**config.mk**
```make
export PLATFORM = sky130hd
export DESIGN_NAME = imem_program_loader
export DESIGN_NICKNAME = d
export VERILOG_FILES = /design/src/rtl/imem_program_loader.sv
export SDC_FILE = /design/constraint.sdc
export NUM_CORES = 1
export LEC_CHECK = 0
export BUFFER_PORTS_ARGS = -buffer_cell sky130_fd_sc_hd__buf_2
export CORE_MARGIN = 3
export CORE_UTILIZATION = 48
export CTS_BUF_LIST = sky130_fd_sc_hd__clkbuf_16
export DETAILED_ROUTE_END_ITERATION = 10
export MAX_ROUTING_LAYER = met4
export PLACE_DENSITY_LB_ADDON = 0.05
export SKIP_CTS_REPAIR_TIMING = 1
export SYNTH_ARGS = -nofsm -noshare
export SYNTH_HDL_FRONTEND = slang
export SYNTH_SLANG_ARGS = --single-unit
```
**constraint.sdc**
```tcl
create_clock -name clk -period 2.6 [get_ports clk]
set_clock_uncertainty 0.05 [all_clocks]
set_input_delay 0.13 -clock clk [delete_from_list [all_inputs] [get_ports clk]]
set_output_delay 0.13 -clock clk [all_outputs]
set_load 0.005 [all_outputs]
```
**src/rtl/imem_program_loader.sv**
```systemverilog
// Encodes RV32I field descriptors (R, I-ALU, LOAD, STORE, BRANCH, JAL) into machine
// words and writes them to consecutive instruction-memory words through one write register.
module imem_program_loader #(
  parameter int DEPTH = 1024,
  parameter int CW    = 11
) (
  input  logic          clk,
  input  logic          rst,
  input  logic          start,
  input  logic          in_valid,
  output logic          in_ready,
  input  logic [2:0]    in_kind,
  input  logic [2:0]    in_funct3,
  input  logic [6:0]    in_funct7,
  input  logic [4:0]    in_rd,
  input  logic [4:0]    in_rs1,
  input  logic [4:0]    in_rs2,
  input  logic [31:0]   in_imm,
  input  logic          in_last,
  output logic          mem_we,
  output logic [31:0]   mem_addr,
  output logic [31:0]   mem_wdata,
  output logic          busy,
  output logic          done,
  output logic          err,
  output logic [CW-1:0] count,
  output logic [1:0]    dbgState
);

  typedef enum logic [1:0] {
    IDLE  = 2'd0,
    LOAD  = 2'd1,
    FLUSH = 2'd2,
    DONE  = 2'd3
  } loaderState;

  loaderState state, stateNext;
  logic [CW-1:0] countNext;
  logic          errNext;
  logic          weNext;
  logic [31:0]   addrNext;
  logic [31:0]   wdataNext;
  logic [31:0]   wordEnc;
  logic          beatOk;
  logic          accept;
  logic          fits12, fits13, fits21;

  // Handshake: a beat transfers on a rising edge where in_valid && in_ready; in_ready
  // comes from registered state and count only, and in_* hold while stalled.
  assign in_ready = (state == LOAD) && (count < CW'(DEPTH));
  assign accept   = in_valid && in_ready;
  assign busy     = (state == LOAD) || (state == FLUSH);
  assign done     = (state == DONE);
  assign dbgState = state;

  // Signed fit: every bit above the field's sign bit must equal that sign bit.
  assign fits12 = (&in_imm[31:11]) || !(|in_imm[31:11]);
  assign fits13 = (&in_imm[31:12]) || !(|in_imm[31:12]);
  assign fits21 = (&in_imm[31:20]) || !(|in_imm[31:20]);

  always_comb begin
    wordEnc = '0;
    beatOk  = 1'b0;
    case (in_kind)
      3'd0: begin
        wordEnc = {in_funct7, in_rs2, in_rs1, in_funct3, in_rd, 7'b0110011};
        beatOk  = 1'b1;
      end
      3'd1: begin
        wordEnc = {in_imm[11:0], in_rs1, in_funct3, in_rd, 7'b0010011};
        beatOk  = fits12;
      end
      3'd2: begin
        wordEnc = {in_imm[11:0], in_rs1, in_funct3, in_rd, 7'b0000011};
        beatOk  = fits12;
      end
      3'd3: begin
        wordEnc = {in_imm[11:5], in_rs2, in_rs1, in_funct3, in_imm[4:0], 7'b0100011};
        beatOk  = fits12;
      end
      3'd4: begin
        wordEnc = {in_imm[12], in_imm[10:5], in_rs2, in_rs1, in_funct3,
                   in_imm[4:1], in_imm[11], 7'b1100011};
        beatOk  = fits13 && !in_imm[0];
      end
      3'd5: begin
        wordEnc = {in_imm[20], in_imm[10:1], in_imm[11], in_imm[19:12], in_rd, 7'b1101111};
        beatOk  = fits21 && !in_imm[0];
      end
      default: begin
        wordEnc = '0;
        beatOk  = 1'b0;
      end
    endcase
  end

  always_comb begin
    stateNext = state;
    countNext = count;
    errNext   = err;
    weNext    = 1'b0;
    addrNext  = mem_addr;
    wdataNext = mem_wdata;
    case (state)
      IDLE, DONE: begin
        if (start) begin
          stateNext = LOAD;
          countNext = '0;
          errNext   = 1'b0;
        end
      end
      LOAD: begin
        if (accept) begin
          if (beatOk) begin
            weNext    = 1'b1;
            addrNext  = {{(30-CW){1'b0}}, count, 2'b00};
            wdataNext = wordEnc;
            countNext = count + CW'(1);
            // The word that fills memory ends the load; without in_last it is a truncation.
            if (in_last || count == CW'(DEPTH - 1)) stateNext = FLUSH;
            if (!in_last && count == CW'(DEPTH - 1)) errNext = 1'b1;
          end else begin
            errNext = 1'b1;
            if (in_last) stateNext = FLUSH;
          end
        end
      end
      FLUSH: stateNext = DONE;
      default: stateNext = IDLE;
    endcase
  end

  always_ff @(posedge clk) begin
    if (!rst) begin
      state     <= IDLE;
      count     <= '0;
      err       <= 1'b0;
      mem_we    <= 1'b0;
      mem_addr  <= '0;
      mem_wdata <= '0;
    end else begin
      state     <= stateNext;
      count     <= countNext;
      err       <= errNext;
      mem_we    <= weNext;
      mem_addr  <= addrNext;
      mem_wdata <= wdataNext;
    end
  end

endmodule
```
== After elaboration in Yosys (flattened, before gate mapping) ==
Cells that the tools add are included.
Widths: inputs -> output; s select.
Cells by class
  order comparisons: 1
  equal/unequal tests: 15
  muxes and demuxes: 18
  reduce and logical (&&, ||, !) cells: 31
  $add $sub $neg: 1
Operators by type and width (number)
  $pmux 32 s6: 1
  $mux 11: 3
  $pmux 11 s2: 1
  $reduce_and 21->1: 1
  $reduce_or 21->1: 1
  $reduce_and 20->1: 1
  $reduce_or 20->1: 1
  $reduce_and 12->1: 1
  $reduce_and 4->1: 3
  $reduce_or 12->1: 1
  $add 11x1->11 const B: 1
  $eq 11x10->1 const B: 1
  $lt 11x11->1 const B: 1
  $mux 2: 5
  $eq 3x2->1 const B: 2
  $eq 3x3->1 const B: 2
  $ne 2x2->1 const B: 3
  $ne 3x2->1 const B: 2
  $pmux 2 s3: 1
  $reduce_and 3->1: 2
  $logic_and 1x1->1: 5
  $logic_not 1->1: 5
  $logic_or 1x1->1: 5
  $mux 1: 5
  other kinds (11): 12
Word-level totals
  register bits: 58
  output and inout port bits: 82
  word-level logic and storage cells: 72
  input bits: 65

== Depth between registers and ports, before layout ==
  depth in word-level cells: 8
  gate-level depth with buffers: 9

== Worst setup path before layout ==
OpenSTA, ideal clock, no wires.
  path kind: flip-flop to flip-flop
  start: register state[1], in the netlist dbgState[1]
  end: register count[3]
  path buffers: 3
  clock period less this slack: 2096 ps
  cell stages (with the launch flop): 10
  setup slack: 504 ps
  data required time: 2423 ps
  arrival: 1920 ps
  cells stage by stage: dfxtp_1 > inv_1 > ha_1 > clkbuf_1 > and3_1 > clkbuf_1 > o22ai_1 > clkbuf_1 > a211oi_1 > mux2i_1
On the way
  longest elaborated chain between the ends: 5
Ends and longest elaborated chain
  from (decl): line 37  | loaderState state, stateNext;
  from (signal assigned): line 142  | state <= stateNext;
  $eq 2x1->1: line 50, 104
  $logic_and 1x1->1: line 50  | assign in_ready = (state == LOAD) && (count < CW'(DEPTH));
  $logic_and 1x1->1: line 51  | assign accept = in_valid && in_ready;
  $ne 2x2->1 (no line)
  $reduce_and 4->1 (no line)
  to (signal assigned): line 143  | count <= countNext;
  to (decl): line 26  | output logic [CW-1:0] count,
Several ways; a longest one is shown, not always the timed one.
A chain may end at the register's enable or synchronous reset.

== Worst setup path in the final report ==
  start: register state[0], in the netlist dbgState[0]
  end: register count[8]
The elaborated chain is that of the path after synthesis.

==> impl_metrics.json <==
{
  "status": "finished clean",
  "slew-limit-headroom_pct": 43.8,
  "gpl.final_weighted_congestion": 0.876,
  "start_util_pct": 50.2,
  "avgSynthCellArea_um2": 7.95,
  "fp.dieArea_mm2": 0.00828,
  "cts_root_buf": "sky130_fd_sc_hd__clkbuf_16",
  "synth_area_mm2": 0.00347,
  "power_leakage_nw": 1.88,
  "cts-buffers-inserted": 5,
  "detail_route.wl_per_cell_um": 15.5,
  "required_ps": 2730,
  "max_slew.worst_pin.slew_ps": 843,
  "dpl.hpwl_mm": 7.16,
  "floorplan.io_pins": 147,
  "synth_cells": 436,
  "cap_violations": 0,
  "core_region_area_mm2": 0.00691,
  "worstPathBufferInverterCount": 1,
  "maxSlewViolCount": 0,
  "ir_drop_uv": 259,
  "p_sw_mw": 0.907,
  "area_growth_pct": 22.2,
  "p_sw_share_pct": 34.9,
  "critical-path-top-delay-family": "compound AO/OA/AOI/OAI gates",
  "share_of_final_layout_standard_cells_stronger_than_drive_strength_1_pct": 30.0,
  "dpl_worst_slack_ps": 406,
  "route.detailed.drc": 0,
  "distinct_cell_type_count_of_the_synthesized_netlist": 50,
  "h_tree_levels": 2,
  "fin_nets": 611,
  "p_clk_share_pct": 30.7,
  "setup.worst_path.end_class": "flop",
  "power.internal_mw": 1.69,
  "critical_path_peak_fanout": 10,
  "synthAdderAreaFrac_pct": 1.44,
  "min-delay-path-class": "input pin to flop",
  "yosys_register_bits": 56,
  "synth_top_family_by_area": "compound AO/OA/AOI/OAI gates",
  "drt_pass1_iterations": 4,
  "synth_warnings": 0,
  "finalHoldWorstSlack_ps": 114,
  "maximum_number_of_pins_on_one_net_before_global_route_repair": 41,
  "rsz0062_at_grt": "no",
  "timing.critical_path.arrival_ps": 2290,
  "worst-setup-path-type": "flop to flop",
  "grt_first_pass_wirelength_mm": 16.3,
  "finalWirelength_mm": 9.92,
  "report.final.hold_viol_count": 0,
  "route.vias.total": 3608,
  "clk_pin_slew_worst_paths_ps": 80,
  "drt-initial-drc-count": 237,
  "worst_setup_path_start_kind": "flop",
  "detail_route.vias_per_cell": 5.65,
  "cts_tree": "yes",
  "final_min_period_over_clock_period_pct": 83.0,
  "synth_sequential_area_ratio_pct": 32.3,
  "synth-edff-count": 0,
  "crit_chain": "ha_1 -> inv_1 -> a21oi_1 -> a211oi_1 -> mux2i_1",
  "power_frac_comb_pct": 32.9,
  "fin_crit_ps": 2160,
  "grt_overflow": 0,
  "seqPwrFrac_pct": 36.4,
  "antenna_found_initial": 0,
  "yosys.area_share.simple_pct": 21.7,
  "die-height_um": 91.0,
  "critPathMaxStageDelay_ps": 680,
  "setup_viol_count_final": 0,
  "grt_pass1_vias": 3426,
  "synth-compound-area-share_pct": 28.9,
  "total_power_density_per_cell_area_mw_per_mm2": 613,
  "yosys_most_used_dff": "sky130_fd_sc_hd__dfxtp_1",
  "grt_util_all_layers_pct": 24.2,
  "crit_slowest_cell": "sky130_fd_sc_hd__a21oi_1",
  "cts_buffer_depth": 2,
  "placementRows": 30,
  "clkLatencyLatePin_ps": 300,
  "post_layout_worst_setup_margin_ps": 442,
  "port-buffer-count": 125,
  "cts_sinks": 56,
  "final.setup.tns_ps": 0,
  "die_w_um": 91.0,
  "diodes": 0,
  "post_synthesis_mux_area_share_pct": 5.49,
  "async_reset_ff_share_pct": 0,
  "synth_xor_xnor_area_share_pct": 0,
  "detail-route-antenna-nets": 0,
  "power_mw": 2.60,
  "fmax_mhz": 463
}
## final cells by class
cell class / count / area (um2)
Fill cell: 669 / 2670
Multi-Input combinational cell: 335 / 2070
Sequential cell: 56 / 1120
Timing Repair Buffer: 138 / 723
Clock buffer: 5 / 125
Tap cell: 96 / 120
Clock inverter: 3 / 47.5
Inverter: 6 / 22.5
## power by group through the flow
stage	Sequential [mW]	Combinational, mW	Clock [mW]
floorplan	0.961	0.568	0
detailed placement	0.965	0.848	0
global route	0.953	0.952	0.841
CTS	0.945	0.853	0.808
global placement	0.963	0.831	0
finish	0.944	0.854	0.797
## per-stage QoR
step	area, um2	std cells	utilization (%)
floorplan	3540	456	-
global placement	4060	631	58.8
detailed placement	4060	631	58.8
CTS	4230	639	61.3
global route	4230	639	61.3
finish	4230	639	61.3
## cell families after synthesis
group | after synthesis
adder cells (fa/ha/maj) | 4
buffers and inverters | 65
multiplexers | 19
AO/OA/AOI/OAI | 154
AND/OR/NAND/NOR | 137
other | 1
flip-flops | 56
## final timing paths
| check | to | slack (ps) | cells after the start | from |
|---|---|---|---|---|
| setup / recovery | count[8] | 440 | 5 | dbgState[0] |
| hold / removal | mem_wdata[25] | 110 | 3 | in_imm[5] |
| setup reg to reg | count[8] | 440 | 5 | dbgState[0] |
| hold reg to reg | mem_addr[12] | 390 | 2 | mem_addr[12] |
## per-layer routing
metal | global-route usage (%) | part of all wire [%] | up-vias
li1 | - | - | 1783
met1 | 30.4 | 44 | 1694
met2 | 39.9 | 49 | 117
met3 | 4.23 | 5.3 | 14
met4 | 7.04 | 1.3 | 0
met5 | - | 0 | -
## cell usage after synthesis (3+ instances only)
master | instances | share of area, %
sky130_fd_sc_hd__buf_2 | 6 | 0.87
sky130_fd_sc_hd__nand3_1 | 24 | 3.5
sky130_fd_sc_hd__buf_1 | 3 | 0.32
sky130_fd_sc_hd__or3_1 | 4 | 0.72
sky130_fd_sc_hd__o2111ai_1 | 9 | 2.3
sky130_fd_sc_hd__or2_2 | 8 | 1.4
sky130_fd_sc_hd__buf_4 | 23 | 5.0
sky130_fd_sc_hd__nand2b_1 | 11 | 2.0
sky130_fd_sc_hd__nor3_1 | 12 | 1.7
sky130_fd_sc_hd__ha_1 | 4 | 1.4
sky130_fd_sc_hd__nor2_1 | 16 | 1.7
sky130_fd_sc_hd__dfxtp_1 | 56 | 32
sky130_fd_sc_hd__a22oi_1 | 10 | 2.2
sky130_fd_sc_hd__a31oi_1 | 3 | 0.54
sky130_fd_sc_hd__nor4_1 | 4 | 0.72
sky130_fd_sc_hd__mux2i_1 | 19 | 5.5
sky130_fd_sc_hd__nor2b_1 | 15 | 2.7
sky130_fd_sc_hd__inv_1 | 5 | 0.54
sky130_fd_sc_hd__o211ai_1 | 5 | 1.1
sky130_fd_sc_hd__o22ai_1 | 13 | 2.3
sky130_fd_sc_hd__o21ai_0 | 19 | 2.7
sky130_fd_sc_hd__and4_1 | 4 | 1.0
sky130_fd_sc_hd__a211oi_1 | 14 | 3.0
sky130_fd_sc_hd__nand2_1 | 21 | 2.3
sky130_fd_sc_hd__o211a_1 | 9 | 2.6
sky130_fd_sc_hd__nand4_1 | 5 | 0.90
sky130_fd_sc_hd__a21oi_1 | 61 | 8.8
sky130_fd_sc_hd__clkbuf_1 | 26 | 2.8
## cells in the final DEF, fill, tap and decap left out, drive strengths merged, types with 9 or more instances in the layout
cell type	instances
nor2	17
nand3	24
nand2b	11
conb	21
o211a	9
nand2	21
o2111ai	9
nor3	12
a211oi	14
a21oi	61
o22ai	13
dfxtp	56
mux2i	19
nor2b	15
buf	138
o21ai	20
a22oi	10
## worst reg2reg max path, cell delays in order (launching register included)
cell and delay, ps:
sky130_fd_sc_hd__dfxtp_1 410, sky130_fd_sc_hd__ha_1 370, sky130_fd_sc_hd__inv_1 150, sky130_fd_sc_hd__a21oi_1 680
sky130_fd_sc_hd__a211oi_1 230, sky130_fd_sc_hd__mux2i_1 160
## state kept, by name (all words and copies together) (netlist names)
| name | flops |
|---|---|
| dbgState | 2 |
| mem_addr | 11 |
| mem_wdata | 30 |
| count | 11 |
| mem_we | 1 |
| err | 1 |
(Power assumes the default switching activity.)
